**src/rtl/cam_ctrl.sv**
```systemverilog
// Request sequencer in front of an external 16-entry CAM: lookup / insert-if-absent with FIFO replacement.
// Reserved key FF answers in 1 cycle, lookups/hits in 3, insert misses in 4; one request in flight, response held until rsp_ready.
module cam_ctrl #(
  parameter int NB_MEM    = 16,
  parameter int SIZE_ADDR = 4
) (
  input  logic                 clk,
  input  logic                 rst_n,
  input  logic                 req_valid,
  output logic                 req_ready,
  input  logic                 req_op,
  input  logic [7:0]           req_key,
  output logic                 rsp_valid,
  input  logic                 rsp_ready,
  output logic                 rsp_hit,
  output logic                 rsp_new,
  output logic                 rsp_evict,
  output logic                 rsp_err,
  output logic [SIZE_ADDR-1:0] rsp_index,
  output logic [4:0]           occupancy,
  output logic                 full,
  output logic                 cam_enable,
  output logic                 cam_write,
  output logic [4:0]           cam_addr,
  output logic [7:0]           cam_data,
  input  logic [4:0]           cam_out,
  input  logic                 cam_found
);

  typedef enum logic [2:0] {
    S_INIT, S_IDLE, S_LOOKUP, S_CHECK, S_WRITE, S_RESP
  } state_t;

  localparam logic [SIZE_ADDR-1:0] LP_LAST = SIZE_ADDR'(NB_MEM - 1);
  localparam logic [4:0]           LP_FULL = 5'(NB_MEM);
  localparam logic [7:0]           LP_RSVD = 8'hFF;

  state_t               r_state;
  logic [SIZE_ADDR-1:0] r_init_cnt;
  logic [SIZE_ADDR-1:0] r_wr_ptr;
  logic [4:0]           r_occ;
  logic                 r_op;
  logic                 r_req_ready;
  logic                 r_rsp_valid;
  logic                 r_rsp_hit;
  logic                 r_rsp_new;
  logic                 r_rsp_evict;
  logic                 r_rsp_err;
  logic [SIZE_ADDR-1:0] r_rsp_index;
  logic                 r_cam_enable;
  logic                 r_cam_write;
  logic [4:0]           r_cam_addr;
  logic [7:0]           r_cam_data;
  logic                 w_unused;

  assign w_unused = cam_out[4];

  always_ff @(posedge clk or negedge rst_n) begin
    if (!rst_n) begin
      r_state      <= S_INIT;
      r_init_cnt   <= '0;
      r_wr_ptr     <= '0;
      r_occ        <= '0;
      r_op         <= 1'b0;
      r_req_ready  <= 1'b0;
      r_rsp_valid  <= 1'b0;
      r_rsp_hit    <= 1'b0;
      r_rsp_new    <= 1'b0;
      r_rsp_evict  <= 1'b0;
      r_rsp_err    <= 1'b0;
      r_rsp_index  <= '0;
      r_cam_enable <= 1'b0;
      r_cam_write  <= 1'b0;
      r_cam_addr   <= '0;
      r_cam_data   <= '0;
    end else begin
      case (r_state)
        S_INIT: begin
          // cam_enable low means the sweep has not started yet (first edge after reset)
          if (!r_cam_enable) begin
            r_cam_enable <= 1'b1;
            r_cam_write  <= 1'b1;
            r_cam_addr   <= '0;
            r_cam_data   <= LP_RSVD;
            r_init_cnt   <= '0;
          end else if (r_init_cnt == LP_LAST) begin
            r_cam_enable <= 1'b0;
            r_cam_write  <= 1'b0;
            r_cam_addr   <= '0;
            r_cam_data   <= '0;
            r_req_ready  <= 1'b1;
            r_state      <= S_IDLE;
          end else begin
            r_init_cnt <= r_init_cnt + SIZE_ADDR'(1);
            r_cam_addr <= 5'(r_init_cnt) + 5'd1;
          end
        end
        S_IDLE: begin
          if (req_valid) begin
            r_req_ready <= 1'b0;
            r_op        <= req_op;
            if (req_key == LP_RSVD) begin
              r_rsp_valid <= 1'b1;
              r_rsp_err   <= 1'b1;
              r_rsp_hit   <= 1'b0;
              r_rsp_new   <= 1'b0;
              r_rsp_evict <= 1'b0;
              r_rsp_index <= '0;
              r_state     <= S_RESP;
            end else begin
              r_cam_enable <= 1'b1;
              r_cam_write  <= 1'b0;
              r_cam_data   <= req_key;
              r_state      <= S_LOOKUP;
            end
          end
        end
        S_LOOKUP: begin
          r_cam_enable <= 1'b0;
          r_state      <= S_CHECK;
        end
        S_CHECK: begin
          if (!r_op || cam_found) begin
            r_rsp_valid <= 1'b1;
            r_rsp_hit   <= cam_found;
            r_rsp_new   <= 1'b0;
            r_rsp_evict <= 1'b0;
            r_rsp_err   <= 1'b0;
            r_rsp_index <= cam_found ? cam_out[SIZE_ADDR-1:0] : '0;
            r_cam_data  <= '0;
            r_state     <= S_RESP;
          end else begin
            r_cam_enable <= 1'b1;
            r_cam_write  <= 1'b1;
            r_cam_addr   <= 5'(r_wr_ptr);
            r_state      <= S_WRITE;
          end
        end
        S_WRITE: begin
          r_cam_enable <= 1'b0;
          r_cam_write  <= 1'b0;
          r_cam_addr   <= '0;
          r_cam_data   <= '0;
          r_rsp_valid  <= 1'b1;
          r_rsp_hit    <= 1'b0;
          r_rsp_new    <= 1'b1;
          r_rsp_err    <= 1'b0;
          r_rsp_index  <= r_wr_ptr;
          // a full table overwrites the oldest slot, so occupancy saturates
          r_rsp_evict  <= (r_occ == LP_FULL);
          if (r_occ != LP_FULL) r_occ <= r_occ + 5'd1;
          r_wr_ptr     <= r_wr_ptr + SIZE_ADDR'(1);
          r_state      <= S_RESP;
        end
        S_RESP: begin
          if (rsp_ready) begin
            r_rsp_valid <= 1'b0;
            r_req_ready <= 1'b1;
            r_state     <= S_IDLE;
          end
        end
        default: r_state <= S_INIT;
      endcase
    end
  end

  assign req_ready  = r_req_ready;
  assign rsp_valid  = r_rsp_valid;
  assign rsp_hit    = r_rsp_hit;
  assign rsp_new    = r_rsp_new;
  assign rsp_evict  = r_rsp_evict;
  assign rsp_err    = r_rsp_err;
  assign rsp_index  = r_rsp_index;
  assign occupancy  = r_occ;
  assign full       = (r_occ == LP_FULL);
  assign cam_enable = r_cam_enable;
  assign cam_write  = r_cam_write;
  assign cam_addr   = r_cam_addr;
  assign cam_data   = r_cam_data;

endmodule

```
**config.mk**
```make
export PLATFORM = sky130hd
export DESIGN_NAME = cam_ctrl
export DESIGN_NICKNAME = d
export VERILOG_FILES = /design/src/rtl/cam_ctrl.sv
export SDC_FILE = /design/constraint.sdc
export NUM_CORES = 1
export LEC_CHECK = 0
export CAP_MARGIN = 20
export CORE_AREA = 2 2 56 97
export DETAILED_ROUTE_END_ITERATION = 7
export DIE_AREA = 0 0 58 99
export GPL_TIMING_DRIVEN = 0
export MAX_ROUTING_LAYER = met4
export PLACE_DENSITY = 0.74
export SLEW_MARGIN = 15
export SYNTH_ARGS = -nofsm -noshare
export SYNTH_HDL_FRONTEND = slang
export SYNTH_SLANG_ARGS = --single-unit
```
**constraint.sdc**
```tcl
create_clock -name clk -period 1.6 [get_ports clk]
set_input_delay 0.16 -clock clk [delete_from_list [all_inputs] [get_ports clk]]
set_output_delay 0.16 -clock clk [all_outputs]
set_load 0.03 [all_outputs]
```
==> results of run 1 <==
## cell families (layout without fill, tap and decap cells)
logic type / count (synthesis) / after routing / share of synthesized area, %
and+or+nand+nor: 68 / 68 / 18.04
AOI/OAI and AO/OA: 56 / 56 / 21.50
DFF: 41 / 41 / 48.18
buffers and inverters: 19 / 90 / 4.054
xor gates and xnor gates: 9 / 9 / 3.702
adders and majority gates: 4 / 4 / 2.350
muxes: 4 / 4 / 1.998
other: 1 / 1 / 0.1761
## where the power goes
part / switching, mW / internal [mW]
sequential: 0.404 / 1.52
clock: 0.375 / 0.467
combinational: 2.30 / 1.98
total: 3.08 / 3.97
## flip-flops by register name, indices dropped and copies added (netlist names), 3 cells and up
name and count:
cam_addr 4, cam_data 8, occupancy 5, r_init_cnt 4, r_state 3, r_wr_ptr 4
rsp_index 4
## final cells by class
type,instances,area (um2),area share [%]
Multi-Input combinational cell,142,1122,36.49
Inverter,8,30.03,0.9764
Timing Repair Buffer,66,641.9,20.87
Buffer,8,67.56,2.197
Sequential cell,41,1031,33.52
Tap cell,54,67.56,2.197
Clock inverter,3,46.29,1.505
Clock buffer,5,68.82,2.238
## stage by stage
| stage | total power, mW | cells | utilization, % | hold WS [ns] | area [um2] |
|---|---|---|---|---|---|
| finish | 7.047 | 327 | 62.32 | 0.2549 | 3075 |
| global route | 7.461 | 327 | 62.32 | 0.2720 | 3075 |
| CTS | 6.793 | 315 | 58.98 | 0.3589 | 2910 |
| detailed placement | 5.721 | 304 | 54.87 | 0.1401 | 2708 |
| global placement | 5.632 | 303 | 54.41 | 0.4646 | 2685 |
| floorplan | 4.461 | 202 | - | -0.1356 | 2147 |
## worst max-delay path by stage
stage	startpoint	endpoint	cells after the start	slack [ns]
2_1_floorplan	r_init_cnt[0]	cam_data[0]	6	-0.04
3_3_place_gp	rst_n	occupancy[0]	1	-0.82
3_5_place_dp	req_key[7]	rsp_index[0]	5	-0.38
4_1_cts	r_state[2]	cam_data[0]	5	-0.03
5_1_grt	r_init_cnt[1]	cam_write	5	-0.06
6_report	r_state[0]	cam_write	4	-0.006
## worst max-delay path: cells and delay by family, from the launching register on
kind	cells	cell delay, ns
flops	1	0.49
simple gates	1	0.32
compound gates	2	0.53
mux	1	0.20
## layout by cell type (no fill, tap or decap), types with 3 or more instances in the layout
cell type / netlist / layout
a221o_1: 5 / 5
dfrtp_2: 0 / 4
o21ai_0: 11 / 11
buf_6: 0 / 5
buf_2: 6 / 3
nor2_1: 8 / 6
clkdlybuf4s50_1: 0 / 39
dfrtp_1: 41 / 37
nor3_1: 6 / 4
dlymetal6s2s_1: 0 / 6
nand4_1: 7 / 7
o32a_1: 8 / 8
and3_4: 0 / 4
inv_2: 0 / 3
xnor2_1: 7 / 7
nand2_1: 15 / 15
clkbuf_8: 0 / 5
ha_1: 4 / 3
inv_1: 8 / 5
a32oi_1: 3 / 3
clkbuf_2: 0 / 3
buf_4: 2 / 16
and2_1: 8 / 8
and3_1: 7 / 3
a21oi_1: 7 / 7
## per-layer routing
layer	routed length, um	share of wire (%)	track usage [%]	up-vias
met5	0	0	-	-
met4	167	3.0	8.587	0
met3	189	3.4	3.675	16
met2	3075	56	34.18	53
met1	2098	38	20.30	931
li1	-	-	-	884
## repair_timing
item | in CTS | in global routing
endpoints found under the hold margin | 18 | 0
pin swaps | 4 | 20
hold buffers | 1 | 0
buffers inserted | 5 | 10
resized for setup | 28 | 23
endpoints found under the setup margin | 23 | 24
gates cloned | 0 | 3
==> out/metrics.cfg, run 1 <==
[synth]
netlist.area_leader.share_pct = 48.18
synthArstFlopShare_pct = 100.0
ys_seq_area_share_pct = 48.18
synth-edff-count = 0
synth_cells = 202
synth_most_common_cell = dfrtp_1
syn_area_per_cell_um2 = 10.54
synth_common_cells = dfrtp_1 (41), nand2_1 (15), o21ai_0 (11)
synthFlopType = dfrtp_1
yosysTopAreaCell = dfrtp_1
synth_seq_cells = 41
synth_area_leaders = dfrtp_1 (48%), o32a_1 (3.8%), xnor2_1 (2.9%)
syn_area_um2 = 2130
synth_fp_nets = 225
netlist-cell-type-count = 52
ys_warn_count = 0

[clock_network]
path_clk_slew_ns = 0.08
root_buffer = clkbuf_8
cts.sinks = 41
cts_inserted_buffers = 5
clock_latency_ns = 0.30
cts_max_level = 2
cts_tree = built
clockBufferDepth = 2

[timing]
tns_ns = -0.006204
layout_setup_ws_ns = -0.006204
drv_slew = 0
period_share_pct = 100.4
skew_ns = 0.005536
hold_violations = 0
rsz0062_at_grt = yes
finalSetupViolCount = 1
fmax_ghz = 0.6226
min_period_ns = 1.606

[place]
dpl.hpwl_mm = 3.929
pre_cts_ws_ns = -0.3757
routabilityCongestion = 0.8649
numPortBuffers = 47

[hold_path]
min_path_type = in2reg
whs_path_depth = 3
min_from = req_key[6]
hold-path-endpoint = cam_data[6]

[flow_run]
cap_violations = 0

[final_layout]
drive_above_1_share_pct = 26.01
final_net_count = 295
synthToLayoutAreaGrowth_pct = 44.42
fill_cells = 395
antenna_cells = 0

[die]
die_area_um2 = 5742
fp.dieH_um = 99
die_w_um = 58
core_um2 = 4935
start_util_pct = 43.15
rows = 34
ioPinCount = 50

[setup_path]
crit_path_end_kind = register
worstReg2RegEnd = cam_write
rrSetupSlack_ns = -0.006
cp_slowest_cell = dfrtp_2
start_kind = register
worst-r2r-cell-count = 4
path_class = reg2reg
slowest_delay_ns = 0.49
crit_arrival_ns = 1.83
required_ns = 1.82
critical_path.max_fanout = 8
r2r_start = r_state[0]
worstPathCellList = or2_4, o32ai_4, a221o_1, mux2i_1

[detailed_routing]
drt_iter0_markers = 61
avgViaCountPerCell = 5.761
drc = 0
vias = 1884
drt_first_pass_iters = 4
routed_wl_mm = 5.532
wl_per_cell_um = 16.92
final_antenna_net_count = 0

[grt]
grt_max_degree = 24
grt.total_usage_pct = 19.39
grt_pass1_vias = 1816
grt_pass1_wl_mm = 8.487
grt_overflow = 0
antenna_found_initial = 0

[power]
p_leak_nw = 1.356
powerDensity_nw_per_um2 = 2291
ir_worst_vdd_mv = 1.905

[outcome]
status = finished, violations left
violations = negative setup slack

No activity file was read; power rests on OpenSTA's default activity.
==> run 2: changes to the inputs <==
--- a/config.mk
+++ b/config.mk
@@ -12,6 +12,7 @@
 export GPL_TIMING_DRIVEN = 0
 export MAX_ROUTING_LAYER = met4
 export PLACE_DENSITY = 0.74
+export REMOVE_ABC_BUFFERS = 1
 export SLEW_MARGIN = 15
 export SYNTH_ARGS = -nofsm -noshare
 export SYNTH_HDL_FRONTEND = slang
==> out/metrics.cfg, run 2 (synthesis results as in run 1) <==
[outcome]
status = finished, violations left  ; unchanged
violations = negative setup slack  ; unchanged

[detailed_routing]
wl_per_cell_um = 17.60  ; was 16.92 um
vias = 1874  ; was 1,884
drt_iter0_markers = 44  ; was 61
routed_wl_mm = 5.651  ; was 5.532 mm
drt_first_pass_iters = 4  ; unchanged
final_antenna_net_count = 0  ; unchanged
avgViaCountPerCell = 5.838  ; was 5.761
drc = 0  ; unchanged

[die]
die_area_um2 = 5742  ; unchanged
start_util_pct = 43.15  ; unchanged
die_w_um = 58  ; unchanged
core_um2 = 4935  ; unchanged
fp.dieH_um = 99  ; unchanged
rows = 34  ; unchanged
ioPinCount = 50  ; unchanged

[final_layout]
final_core_util_pct = 60.73  ; was 62.32%
largest_register_ffs = 8  ; unchanged
fin_area_um2 = 2997  ; was 3075 um2
antenna_cells = 0  ; unchanged
drive_above_1_share_pct = 21.72  ; was 26.01%
finalNonFillerCells = 321  ; was 327
final_net_count = 290  ; was 295
synthToLayoutAreaGrowth_pct = 40.72  ; was 44.42%
mostFrequentLayoutCells = clkdlybuf4s50_1 (42), dfrtp_1 (37), buf_4 (18)  ; was clkdlybuf4s50_1 (39), dfrtp_1 (37), buf_4 (16)
final_common_cell = clkdlybuf4s50_1  ; unchanged

[timing]
period_share_pct = 101.6  ; was 100.4%
hold_violations = 0  ; unchanged
tns_ns = -0.07381  ; was -0.006204 ns
finalSetupViolCount = 7  ; was 1
skew_ns = 0.006364  ; was 0.005536 ns
rsz0062_at_grt = yes  ; unchanged
drv_slew = 0  ; unchanged
slew_headroom_pct = 66.33
layout_setup_ws_ns = -0.02616  ; was -0.006204 ns
fmax_ghz = 0.6149  ; was 0.6226 GHz
min_period_ns = 1.626  ; was 1.606 ns
worst_pin_slew_ns = 0.5050

[setup_path]
cp_top_family = compound AO/OA/AOI/OAI gates  ; unchanged
critical_path.max_fanout = 11  ; was 8
critPathBufInv = 0  ; unchanged
path_class = reg2reg  ; unchanged
crit_path_end_kind = register  ; unchanged
crit_arrival_ns = 1.81  ; was 1.83 ns
worstPathCellList = and2b_4, nand2_4, o2111ai_4, a221o_1  ; was or2_4, o32ai_4, a221o_1, mux2i_1
cp_slowest_cell = dfrtp_2  ; unchanged
start_kind = register  ; unchanged
required_ns = 1.78  ; was 1.82 ns
slowest_delay_ns = 0.52  ; was 0.49 ns

[grt]
grt_pass1_vias = 1835  ; was 1,816
grt.total_usage_pct = 20.53  ; was 19.39%
grt_overflow = 0  ; unchanged
antenna_found_initial = 0  ; unchanged
grt_max_degree = 23  ; was 24
grt_pass1_wl_mm = 8.749  ; was 8.487 mm

[clock_network]
cts_tree = built  ; unchanged
clock_latency_ns = 0.30  ; about the same
cts_inserted_buffers = 5  ; unchanged
cts.sinks = 41  ; unchanged
clockBufferDepth = 2  ; unchanged
cts_max_level = 2  ; unchanged
path_clk_slew_ns = 0.08  ; about the same
root_buffer = clkbuf_8  ; unchanged

[place]
place_area_um2 = 2634  ; was 2708 um2
dpl.hpwl_mm = 3.655  ; was 3.929 mm
numPortBuffers = 47  ; unchanged
routabilityCongestion = 0.7876  ; was 0.8649
place_inst = 293  ; was 304

[power]
total_power_mw = 6.877  ; was 7.047 mW
ir_worst_vdd_mv = 1.504  ; was 1.905 mV
powerDensity_nw_per_um2 = 2295  ; was 2291 nW/um2
p_leak_nw = 1.301  ; was 1.356 nW

[hold_path]
min_path_type = in2async  ; was in2reg

[flow_run]
cap_violations = 0  ; unchanged

-- run 2: cell type report --
type / instances / area, um2
clock buffers: 7 / 86.33
repair buffers: 69 / 653.1
flip-flops and latches: 41 / 1031
inverters: 8 / 30.03
fillers: 418 / 1938
multi-input cells: 142 / 1129
well taps: 54 / 67.56
-- run 2: through the flow --
step	hold slack, ns	setup WS (ns)
after CTS	0.3780	-0.02753
final	0.4000	-0.02616
after floorplan	-0.1356	-0.3779
after detailed placement	0.1624	-0.7948
after global placement	0.4753	-0.7636
after global routing	0.4296	-0.08979
-- run 2: repair_timing --
item,4_1_cts,5_1_grt
buffers inserted,9,11
hold buffers,1,0
pin swaps,0,5
endpoints found under the setup margin,34,24
gates resized for setup,23,18
endpoints found under the hold margin,19,0
-- run 2: final timing paths --
path	startpoint	end	slack, ns	cells past startpoint
hold / removal	rst_n	rsp_err	0.40	2
min in group clk	req_op	r_op	0.47	2
hold reg to reg	rsp_new	rsp_new	0.49	1
setup / recovery	r_state[1]	rsp_index[0]	-0.03	4
max in group asynchronous	rst_n	rsp_index[0]	0.72	3
setup reg to reg	r_state[1]	rsp_index[0]	-0.03	4
-- run 2: power by group --
group,internal [mW],switching (mW)
clock network,0.342,0.349
logic,1.97,2.25
registers,1.52,0.447
total,3.83,3.05
-- run 2: worst reg2reg max path: stages (launching register included) --
cell	delay, ns
dfrtp_2	0.52
and2b_4	0.28
nand2_4	0.11
o2111ai_4	0.20
a221o_1	0.40
-- run 2: layer usage --
metal  GRT usage (%)  up-vias  wire length [um]
li1                -      869                 -
met1           22.24      940              2138
met2           35.66       52              3130
met3           3.543       13               227
met4           9.123        0               154
met5               -        -                 0
